`config.mk`:
```
export PLATFORM = sky130hd
export DESIGN_NAME = multicycle_controller
export DESIGN_NICKNAME = d
export VERILOG_FILES = /design/src/rtl/multicycle_controller.sv
export SDC_FILE = /design/constraint.sdc
export NUM_CORES = 1
export LEC_CHECK = 0
export BUFFER_PORTS_ARGS = -buffer_cell sky130_fd_sc_hd__buf_2
export CAP_MARGIN = 20
export CORE_MARGIN = 8
export CORE_UTILIZATION = 40
export DETAILED_ROUTE_END_ITERATION = 16
export PLACE_DENSITY_LB_ADDON = 0.12
export SLEW_MARGIN = 5
export SYNTH_ARGS = -nofsm -noshare
export SYNTH_HDL_FRONTEND = slang
export SYNTH_SLANG_ARGS = --single-unit
export TNS_END_PERCENT = 5
```
`constraint.sdc`:
```
create_clock -name clk -period 1.95 [get_ports clk]
set_input_delay 0.195 -clock clk [delete_from_list [all_inputs] [get_ports clk]]
set_output_delay 0.195 -clock clk [all_outputs]
set_load 0.005 [all_outputs]
```
`src/rtl/multicycle_controller.sv`:
```
// Multicycle RV32I control FSM: sequences fetch/decode/execute, ALU and immediate decode, retire counter.
// Optional ILLEGAL_TRAP_EN: unknown opcodes park the FSM in TRAP and raise illegal_o.
module multicycle_controller #(
  parameter int INSTRET_W = 32,
  parameter int STATE_W   = 4
) (
  input  logic                 clk,
  input  logic                 reset,
  input  logic [6:0]           op,
  input  logic [2:0]           funct3,
  input  logic                 funct7b5,
  input  logic                 zero,
  input  logic                 mem_ready,
  output logic                 PCWrite,
  output logic                 AdrSrc,
  output logic                 MemWrite,
  output logic                 IRWrite,
  output logic                 RegWrite,
  output logic [1:0]           ResultSrc,
  output logic [1:0]           ALUSrcA,
  output logic [1:0]           ALUSrcB,
  output logic [1:0]           ImmSrc,
  output logic [2:0]           ALUControl,
  output logic [INSTRET_W-1:0] instret,
  output logic [STATE_W-1:0]   state_o
`ifdef ILLEGAL_TRAP_EN
  ,
  output logic                 illegal_o
`endif
);

  localparam logic [STATE_W-1:0] S_FETCH    = STATE_W'(0);
  localparam logic [STATE_W-1:0] S_DECODE   = STATE_W'(1);
  localparam logic [STATE_W-1:0] S_MEMADR   = STATE_W'(2);
  localparam logic [STATE_W-1:0] S_MEMREAD  = STATE_W'(3);
  localparam logic [STATE_W-1:0] S_MEMWB    = STATE_W'(4);
  localparam logic [STATE_W-1:0] S_MEMWRITE = STATE_W'(5);
  localparam logic [STATE_W-1:0] S_EXECUTER = STATE_W'(6);
  localparam logic [STATE_W-1:0] S_EXECUTEI = STATE_W'(7);
  localparam logic [STATE_W-1:0] S_ALUWB    = STATE_W'(8);
  localparam logic [STATE_W-1:0] S_BEQ      = STATE_W'(9);
  localparam logic [STATE_W-1:0] S_JAL      = STATE_W'(10);
`ifdef ILLEGAL_TRAP_EN
  localparam logic [STATE_W-1:0] S_TRAP     = STATE_W'(11);
`endif

  logic [STATE_W-1:0]   state_reg, state_next;
  logic [INSTRET_W-1:0] instret_reg;
  logic                 pc_update, branch, mem_write_raw, ir_write_raw, reg_write_raw, retire;
  logic [1:0]           alu_op;

  always_ff @(posedge clk) begin
    if (reset) begin
      state_reg   <= S_FETCH;
      instret_reg <= '0;
    end else begin
      state_reg <= state_next;
      if (retire) instret_reg <= instret_reg + INSTRET_W'(1);
    end
  end

  always_comb begin
    state_next = S_FETCH;
    case (state_reg)
      S_FETCH:    state_next = mem_ready ? S_DECODE : S_FETCH;
      S_DECODE: begin
        case (op)
          7'b0000011, 7'b0100011: state_next = S_MEMADR;
          7'b0110011:             state_next = S_EXECUTER;
          7'b0010011:             state_next = S_EXECUTEI;
          7'b1100011:             state_next = S_BEQ;
          7'b1101111:             state_next = S_JAL;
`ifdef ILLEGAL_TRAP_EN
          default:                state_next = S_TRAP;
`else
          default:                state_next = S_FETCH;
`endif
        endcase
      end
      S_MEMADR:   state_next = op[5] ? S_MEMWRITE : S_MEMREAD;
      S_MEMREAD:  state_next = mem_ready ? S_MEMWB : S_MEMREAD;
      S_MEMWB:    state_next = S_FETCH;
      S_MEMWRITE: state_next = mem_ready ? S_FETCH : S_MEMWRITE;
      S_EXECUTER: state_next = S_ALUWB;
      S_EXECUTEI: state_next = S_ALUWB;
      S_ALUWB:    state_next = S_FETCH;
      S_BEQ:      state_next = S_FETCH;
      S_JAL:      state_next = S_ALUWB;
`ifdef ILLEGAL_TRAP_EN
      S_TRAP:     state_next = S_TRAP;
`endif
      default:    state_next = S_FETCH;
    endcase
  end

  always_comb begin
    AdrSrc        = 1'b0;
    mem_write_raw = 1'b0;
    ir_write_raw  = 1'b0;
    reg_write_raw = 1'b0;
    pc_update     = 1'b0;
    branch        = 1'b0;
    retire        = 1'b0;
    ResultSrc     = 2'b00;
    ALUSrcA       = 2'b00;
    ALUSrcB       = 2'b00;
    alu_op        = 2'b00;
    case (state_reg)
      S_FETCH: begin
        ALUSrcB      = 2'b10;
        ResultSrc    = 2'b10;
        ir_write_raw = mem_ready;
        pc_update    = mem_ready;
      end
      S_DECODE: begin
        ALUSrcA = 2'b01;
        ALUSrcB = 2'b01;
      end
      S_MEMADR: begin
        ALUSrcA = 2'b10;
        ALUSrcB = 2'b01;
      end
      S_MEMREAD:  AdrSrc = 1'b1;
      S_MEMWB: begin
        ResultSrc     = 2'b01;
        reg_write_raw = 1'b1;
        retire        = 1'b1;
      end
      S_MEMWRITE: begin
        AdrSrc        = 1'b1;
        mem_write_raw = 1'b1;
        retire        = mem_ready;
      end
      S_EXECUTER: begin
        ALUSrcA = 2'b10;
        alu_op  = 2'b10;
      end
      S_EXECUTEI: begin
        ALUSrcA = 2'b10;
        ALUSrcB = 2'b01;
        alu_op  = 2'b10;
      end
      S_ALUWB: begin
        reg_write_raw = 1'b1;
        retire        = 1'b1;
      end
      S_BEQ: begin
        ALUSrcA = 2'b10;
        alu_op  = 2'b01;
        branch  = 1'b1;
        retire  = 1'b1;
      end
      S_JAL: begin
        ALUSrcA   = 2'b01;
        ALUSrcB   = 2'b10;
        pc_update = 1'b1;
      end
      default: ;
    endcase
  end

  // Write strobes are suppressed during reset so an abandoned instruction leaves no trace.
  assign PCWrite  = ~reset & ((branch & zero) | pc_update);
  assign MemWrite = ~reset & mem_write_raw;
  assign IRWrite  = ~reset & ir_write_raw;
  assign RegWrite = ~reset & reg_write_raw;

  always_comb begin
    ALUControl = 3'b000;
    case (alu_op)
      2'b01: ALUControl = 3'b001;
      2'b10: begin
        case (funct3)
          3'b000:  ALUControl = (op[5] & funct7b5) ? 3'b001 : 3'b000;
          3'b010:  ALUControl = 3'b101;
          3'b110:  ALUControl = 3'b011;
          3'b111:  ALUControl = 3'b010;
          default: ALUControl = 3'b000;
        endcase
      end
      default: ALUControl = 3'b000;
    endcase
  end

  always_comb begin
    case (op)
      7'b0100011: ImmSrc = 2'b01;
      7'b1100011: ImmSrc = 2'b10;
      7'b1101111: ImmSrc = 2'b11;
      default:    ImmSrc = 2'b00;
    endcase
  end

  assign instret = instret_reg;
  assign state_o = state_reg;
`ifdef ILLEGAL_TRAP_EN
  assign illegal_o = (state_reg == S_TRAP);
`endif

endmodule

```
==> results by group, run 1 <==
CTS
  • Clk buf depth: 2
  • Clock Latency Late Sink: 0.29 ns
  • H-tree depth: 2
  • Num Clock Sinks: 36
  • Root buf cell: clkbuf_8
  • Clock transition at the registers of the reported paths: 0.08 ns
  • Num CTS Buffers: 5
  • CTS tree: done

Cells and area
  • Fraction of layout cells with a size suffix above 1: 32.2%
  • Fillcell total: 529
  • Nets: 375
  • P&R area growth vs syn: 32.3%
  • Inserted Diodes: 0
  • Largest register FFs: 32
  • Post-route cell area: 2790 um2

Placement
  • Hpwl dp: 4590 um
  • IO Port Bufs: 66
  • Placement Cell Area: 2660 um2
  • Gpl congestion: 0.823

STA
  • Slew at the pin closest to its max-slew limit: 0.549 ns
  • Skew final: 0.00519 ns
  • Setup tns final: 0 ns
  • RSZ-0062 raised after global routing: no
  • Fmax: 0.538 GHz
  • Final-report setup violation count: 0
  • Final Hold Viols: 0
  • Tcrit/Tclk final: 95.4%
  • Final max-slew violation count: 0
  • Slew HR: 63.1%
  • Final Critical Period: 1.86 ns

Critical path
  • Startpoint types: register
  • CP Data Arrival Time: 2.08 ns
  • Req. time, crit path: 2.17 ns
  • Crit Path Max Fanout: 5
  • Register-to-register setup slack: 0.09 ns
  • Crit. End Element: register
  • Setup CP Type: register to register
  • Worst Reg-to-Reg Cells: 5

Pwr
  • Peak VDD IR: 0.314 mV
  • Int Power: 1.02 mW
  • Logic gate share of total power: 7.0%
  • Sw power: 331 uW
  • Sequential power share: 54.7%
  • Pwr Density: 484 nW/um2
  • Clk pwr share: 38.3%
  • Lkg Pwr: 1.22 nW
  • Switching portion of total power: 24.5%

Detailed routing
  • Post-Route WL: 6070 um
  • DR WL/cell: 14.2 um
  • Pre-antenna DRT Iters: 4
  • Post-route ant nets: 0
  • DR iter-0 viols: 88
  • DR vias: 2,283
  • Vias/cell: 5.35
  • DRC viols: 0

Synthesis
  • Top_reg_cell synth: dfxtp_1
  • Synth warn: 0
  • Mapped Avg Cell Area: 7.78 um2
  • Post-synth EDFFs: 0
  • Top cell type's share of synthesized area: 34.2%
  • Synth Cell Area: 2110 um2
  • Syn Inst Count: 271
  • Cell taking the most area after synthesis: dfxtp_1
  • Asr flop ratio synth: 0%
  • Syn nets: 289
  • Register area share after synthesis: 34.2%
  • Count leader, synth: dfxtp_1
  • Synthesis-stage register bit count: 36
  • Synth top cells by count: dfxtp_1, nor2_1, nand2_1
  • Synth top area cells: dfxtp_1, nor2_1, xor2_1
  • Netlist cell types: 44

Worst hold path
  • Worst hold path class: primary input to register
  • Hold Path Stages: 3

Floorplan
  • Die width: 88.6 um
  • Die Footprint: 7850 um2
  • FP Rows: 26
  • Core ar.: 5110 um2
  • Ports: 67
  • Chip Height: 88.6 um
  • Starting Density: 41.3%

Global routing
  • Congestion Overflow GR: 0
  • Total track usage: 15.8%
  • Initial antenna violation count: 0
  • First-pass GRT wire length: 9920 um
  • Largest net degree at the start of global routing: 23
  • Vias in the first global route: 2,143

Flow run
  • Max Cap Viol: 0

Outcome
  • Status: complete, no violations
[worst paths after layout]
kind	end	from
worst max-delay path	instret[31]$_SDFFE_PP0P_	instret[20]$_SDFFE_PP0P_
worst min register to register	instret[31]$_SDFFE_PP0P_	instret[31]$_SDFFE_PP0P_
worst min-delay path	state_o[2]$_SDFF_PP0_	op[4]
worst max register to register	instret[31]$_SDFFE_PP0P_	instret[20]$_SDFFE_PP0P_
[power by group through the flow]
stage | logic, mW | clock network, mW | registers (mW)
6_report | 0.0951 | 0.517 | 0.739
2_1_floorplan | 0.0484 | 0 | 0.755
3_3_place_gp | 0.0930 | 0 | 0.755
4_1_cts | 0.0945 | 0.519 | 0.739
5_1_grt | 0.105 | 0.555 | 0.739
3_5_place_dp | 0.0943 | 0 | 0.755
[per-stage QoR]
stage | instances | utilization (%) | total power [mW] | setup WS [ns] | hold slack (ns)
after global routing | 427 | 54.6 | 1.40 | 0.0176 | 0.253
after floorplan | 271 | - | 0.804 | 0.0823 | 0.378
after detailed placement | 418 | 52.0 | 0.850 | 0.127 | 0.479
after global placement | 418 | 52.0 | 0.848 | 0.147 | 0.466
final | 427 | 54.6 | 1.35 | 0.0902 | 0.243
after CTS | 426 | 53.9 | 1.35 | 0.0155 | 0.221
[layout make-up]
cell class / count / area [um2] / share of cell area, %
multi-input cells: 214 / 1350 / 48.2
repair buffers: 92 / 526 / 18.8
clock inverters: 1 / 5.00 / 0.179
inverters: 8 / 30.0 / 1.08
well taps: 70 / 87.6 / 3.14
clock buffers: 6 / 72.6 / 2.60
flip-flops and latches: 36 / 724 / 26.0
[critical path, cell delays in order, from the launching register on]
cell and delay, ns:
dfxtp_1 0.42, nand4_2 0.18, nor4_4 0.36, nand4_2 0.18, or4_1 0.49, a21oi_1 0.15
[kinds of logic (layout without fill, tap and decap cells)]
kind of cell / count (synthesis) / after routing / synth area share, %
AND/OR/NAND/NOR: 141 / 141 / 38.0
adder cells (fa/ha/maj): 3 / 3 / 1.78
buffers and inverters: 21 / 107 / 3.80
AO/OA/AOI/OAI: 49 / 49 / 13.6
XOR/XNOR: 21 / 21 / 8.72
flip-flops: 36 / 36 / 34.2
[layer usage]
metal | wire length [um] | vias up | GRT usage, % | part of all wire [%]
met5 | 0 | - | 0 | 0
met4 | 88 | 0 | 6.30 | 1.4
met3 | 292 | 9 | 3.90 | 4.8
met2 | 2900 | 55 | 26.8 | 48
met1 | 2790 | 1069 | 18.5 | 46
li1 | - | 1150 | - | -
[repair_timing]
action                                  in CTS  in global routing
hold buffers                                 0                  0
buffers inserted                             1                  1
pin swaps                                    2                  0
endpoints found under the setup margin       2                  3
resized for setup                            4                  5
[placed cells by master, fill, tap and decap left out, types with 3 or more instances in the layout]
cell type,synthesis,layout
buf_2,1,66
dfxtp_1,36,33
nor2_1,32,30
buf_4,0,26
nand2_1,19,19
a21oi_1,18,18
nor3_1,15,15
o21ai_0,15,15
nand3_1,15,14
xor2_1,13,13
or3_1,9,9
inv_1,8,8
xnor2_1,8,8
nand4_1,8,8
nor4_1,6,6
nand2b_1,6,5
and3_1,5,5
clkbuf_8,0,5
o31ai_1,4,4
nor2b_1,3,3
nand4_2,3,3
or4_1,3,3
dfxtp_2,0,3
Note: power is estimated with default switching activity, not from simulation.
==> run 2: changes to the inputs <==
- clock period: 1.95 -> 2.1 ns (I/O delays scaled with it)
==> results by group, run 2 (synthesis results as in run 1) <==
Pwr
  • Clk pwr share: 40.7%
  • Pwr Density: 480 nW/um2
  • Int Power: 1.01 mW
  • Lkg Pwr: 1.18 nW
  • Switching portion of total power: 22.1%
  • Logic gate share of total power: 6.6%
  • Sequential power share: 52.7%
  • Sw power: 287 uW
  • Peak VDD IR: 0.226 mV

CTS
  • H-tree depth: 2
  • Clock Latency Late Sink: 0.29 ns
  • Cts hold-fix bufs: 0
  • CTS resizes: 0
  • Num Clock Sinks: 36
  • Num CTS Buffers: 5
  • Clk buf depth: 2
  • CTS tree: done
  • Clock transition at the registers of the reported paths: 0.07 ns
  • Post-CTS Setup Bufs: 0
  • Root buf cell: clkbuf_8

Critical path
  • Req. time, crit path: 1.89 ns
  • Startpoint types: register
  • Critical path, cell by cell: nand2b_1 -> nor2_1 -> ha_1 -> nor4b_2 -> buf_2
  • Worst Path Buf+Inv: 1
  • Family with the most delay on the worst path: simple AND/OR/NAND/NOR gates
  • Worst path slowest cell: dfxtp_1
  • Setup CP Type: register to output pin
  • CP Data Arrival Time: 1.73 ns
  • CP max stage delay: 0.42 ns
  • Crit. End Element: output pin
  • Crit Path Max Fanout: 7

Detailed routing
  • DR vias: 2,176
  • DR WL/cell: 13.6 um
  • Post-Route WL: 5690 um
  • DR iter-0 viols: 148
  • Post-route ant nets: 0
  • DRC viols: 0
  • Pre-antenna DRT Iters: 4
  • Vias/cell: 5.22

Cells and area
  • Post-route cell area: 2700 um2
  • P&R area growth vs syn: 28.2%
  • Fillcell total: 517
  • Inserted Diodes: 0
  • Nets: 365
  • Fraction of layout cells with a size suffix above 1: 28.8%
  • Most common cell after layout, fill and taps aside: buf_2
  • Largest register FFs: 32
  • Most frequent cells in the layout: buf_2, dfxtp_1, nor2_1

Global routing
  • Vias in the first global route: 2,124
  • Initial antenna violation count: 0
  • Largest net degree at the start of global routing: 40
  • First-pass GRT wire length: 9560 um
  • Congestion Overflow GR: 0
  • Total track usage: 15.1%

STA
  • Final Critical Period: 1.94 ns
  • Final max-slew violation count: 0
  • Setup tns final: 0 ns
  • Skew final: 0.00603 ns
  • Fmax: 0.515 GHz
  • RSZ-0062 raised after global routing: no
  • Final-report setup violation count: 0
  • Slew HR: 53.0%
  • Slew at the pin closest to its max-slew limit: 0.705 ns
  • Tcrit/Tclk final: 92.4%
  • Final Hold Viols: 0

Floorplan
  • Die Footprint: 7850 um2
  • Die width: 88.6 um
  • Starting Density: 41.3%
  • FP Rows: 26
  • Ports: 67
  • Chip Height: 88.6 um
  • Core ar.: 5110 um2

Worst hold path
  • Worst hold path class: primary input to register

Outcome
  • Status: complete, no violations

Flow run
  • Max Cap Viol: 0

Placement
  • Placement Cell Area: 2600 um2
  • Hpwl dp: 4320 um
  • IO Port Bufs: 66
  • Gpl congestion: 0.766
==> run 2: changes by cell type in the layout (fill, tap and decap cells not counted), sizes merged <==
cell / previous run / this run
buf: 92 / 82
clkinv: 1 / 0
clkbuf: 6 / 7
==> run 2: worst min-delay path, stage by stage <==
cell and delay (ns):
buf_2 0.11, nand4b_1 0.09, a21boi_0 0.07
==> run 2: power by group through the flow <==
stage / combinational, mW / clock (mW) / sequential [mW]
after global placement: 0.0854 / 0 / 0.700
after floorplan: 0.0446 / 0 / 0.701
after CTS: 0.0859 / 0.548 / 0.685
final: 0.0858 / 0.528 / 0.685
after detailed placement: 0.0854 / 0 / 0.700
after global routing: 0.0967 / 0.576 / 0.684
==> run 2: through the flow <==
stage,worst slack (ns),cells,hold WS (ns),utilization [%],total power [mW]
global placement,0.235,410,0.472,50.9,0.786
detailed placement,0.187,410,0.474,50.9,0.786
CTS,0.0983,417,0.238,52.7,1.32
finish,0.160,417,0.234,52.9,1.30
floorplan,0.118,271,0.393,-,0.746
global route,0.00240,417,0.257,52.9,1.36
==> run 2: layout make-up <==
cell class | count | area [um2] | area share, %
multi-input combinational | 214 | 1320 | 48.7
timing repair buffer | 82 | 450 | 16.7
clock buffer | 7 | 96.3 | 3.56
sequential | 36 | 722 | 26.7
inverter | 8 | 30.0 | 1.11
tap | 70 | 87.6 | 3.24
==> run 2: path summary, 6_finish.rpt <==
path,from,cells past startpoint,to,slack [ns]
worst max-delay path,state_o[3]$_SDFF_PP0_,5,ALUControl[2],0.16
worst min-delay path,op[4],3,state_o[2]$_SDFF_PP0_,0.23
worst max register to register,instret[18]$_SDFFE_PP0P_,5,instret[31]$_SDFFE_PP0P_,0.17
worst min register to register,instret[31]$_SDFFE_PP0P_,2,instret[31]$_SDFFE_PP0P_,0.49
==> run 2: metal layers <==
| metal | vias up | routed length (um) | GRT usage [%] |
|---|---|---|---|
| met1 | 996 | 2540 | 17.4 |
| met3 | 6 | 319 | 4.46 |
| met5 | - | 0 | 0 |
| li1 | 1128 | - | - |
| met4 | 0 | 59 | 4.15 |
| met2 | 46 | 2770 | 26.1 |
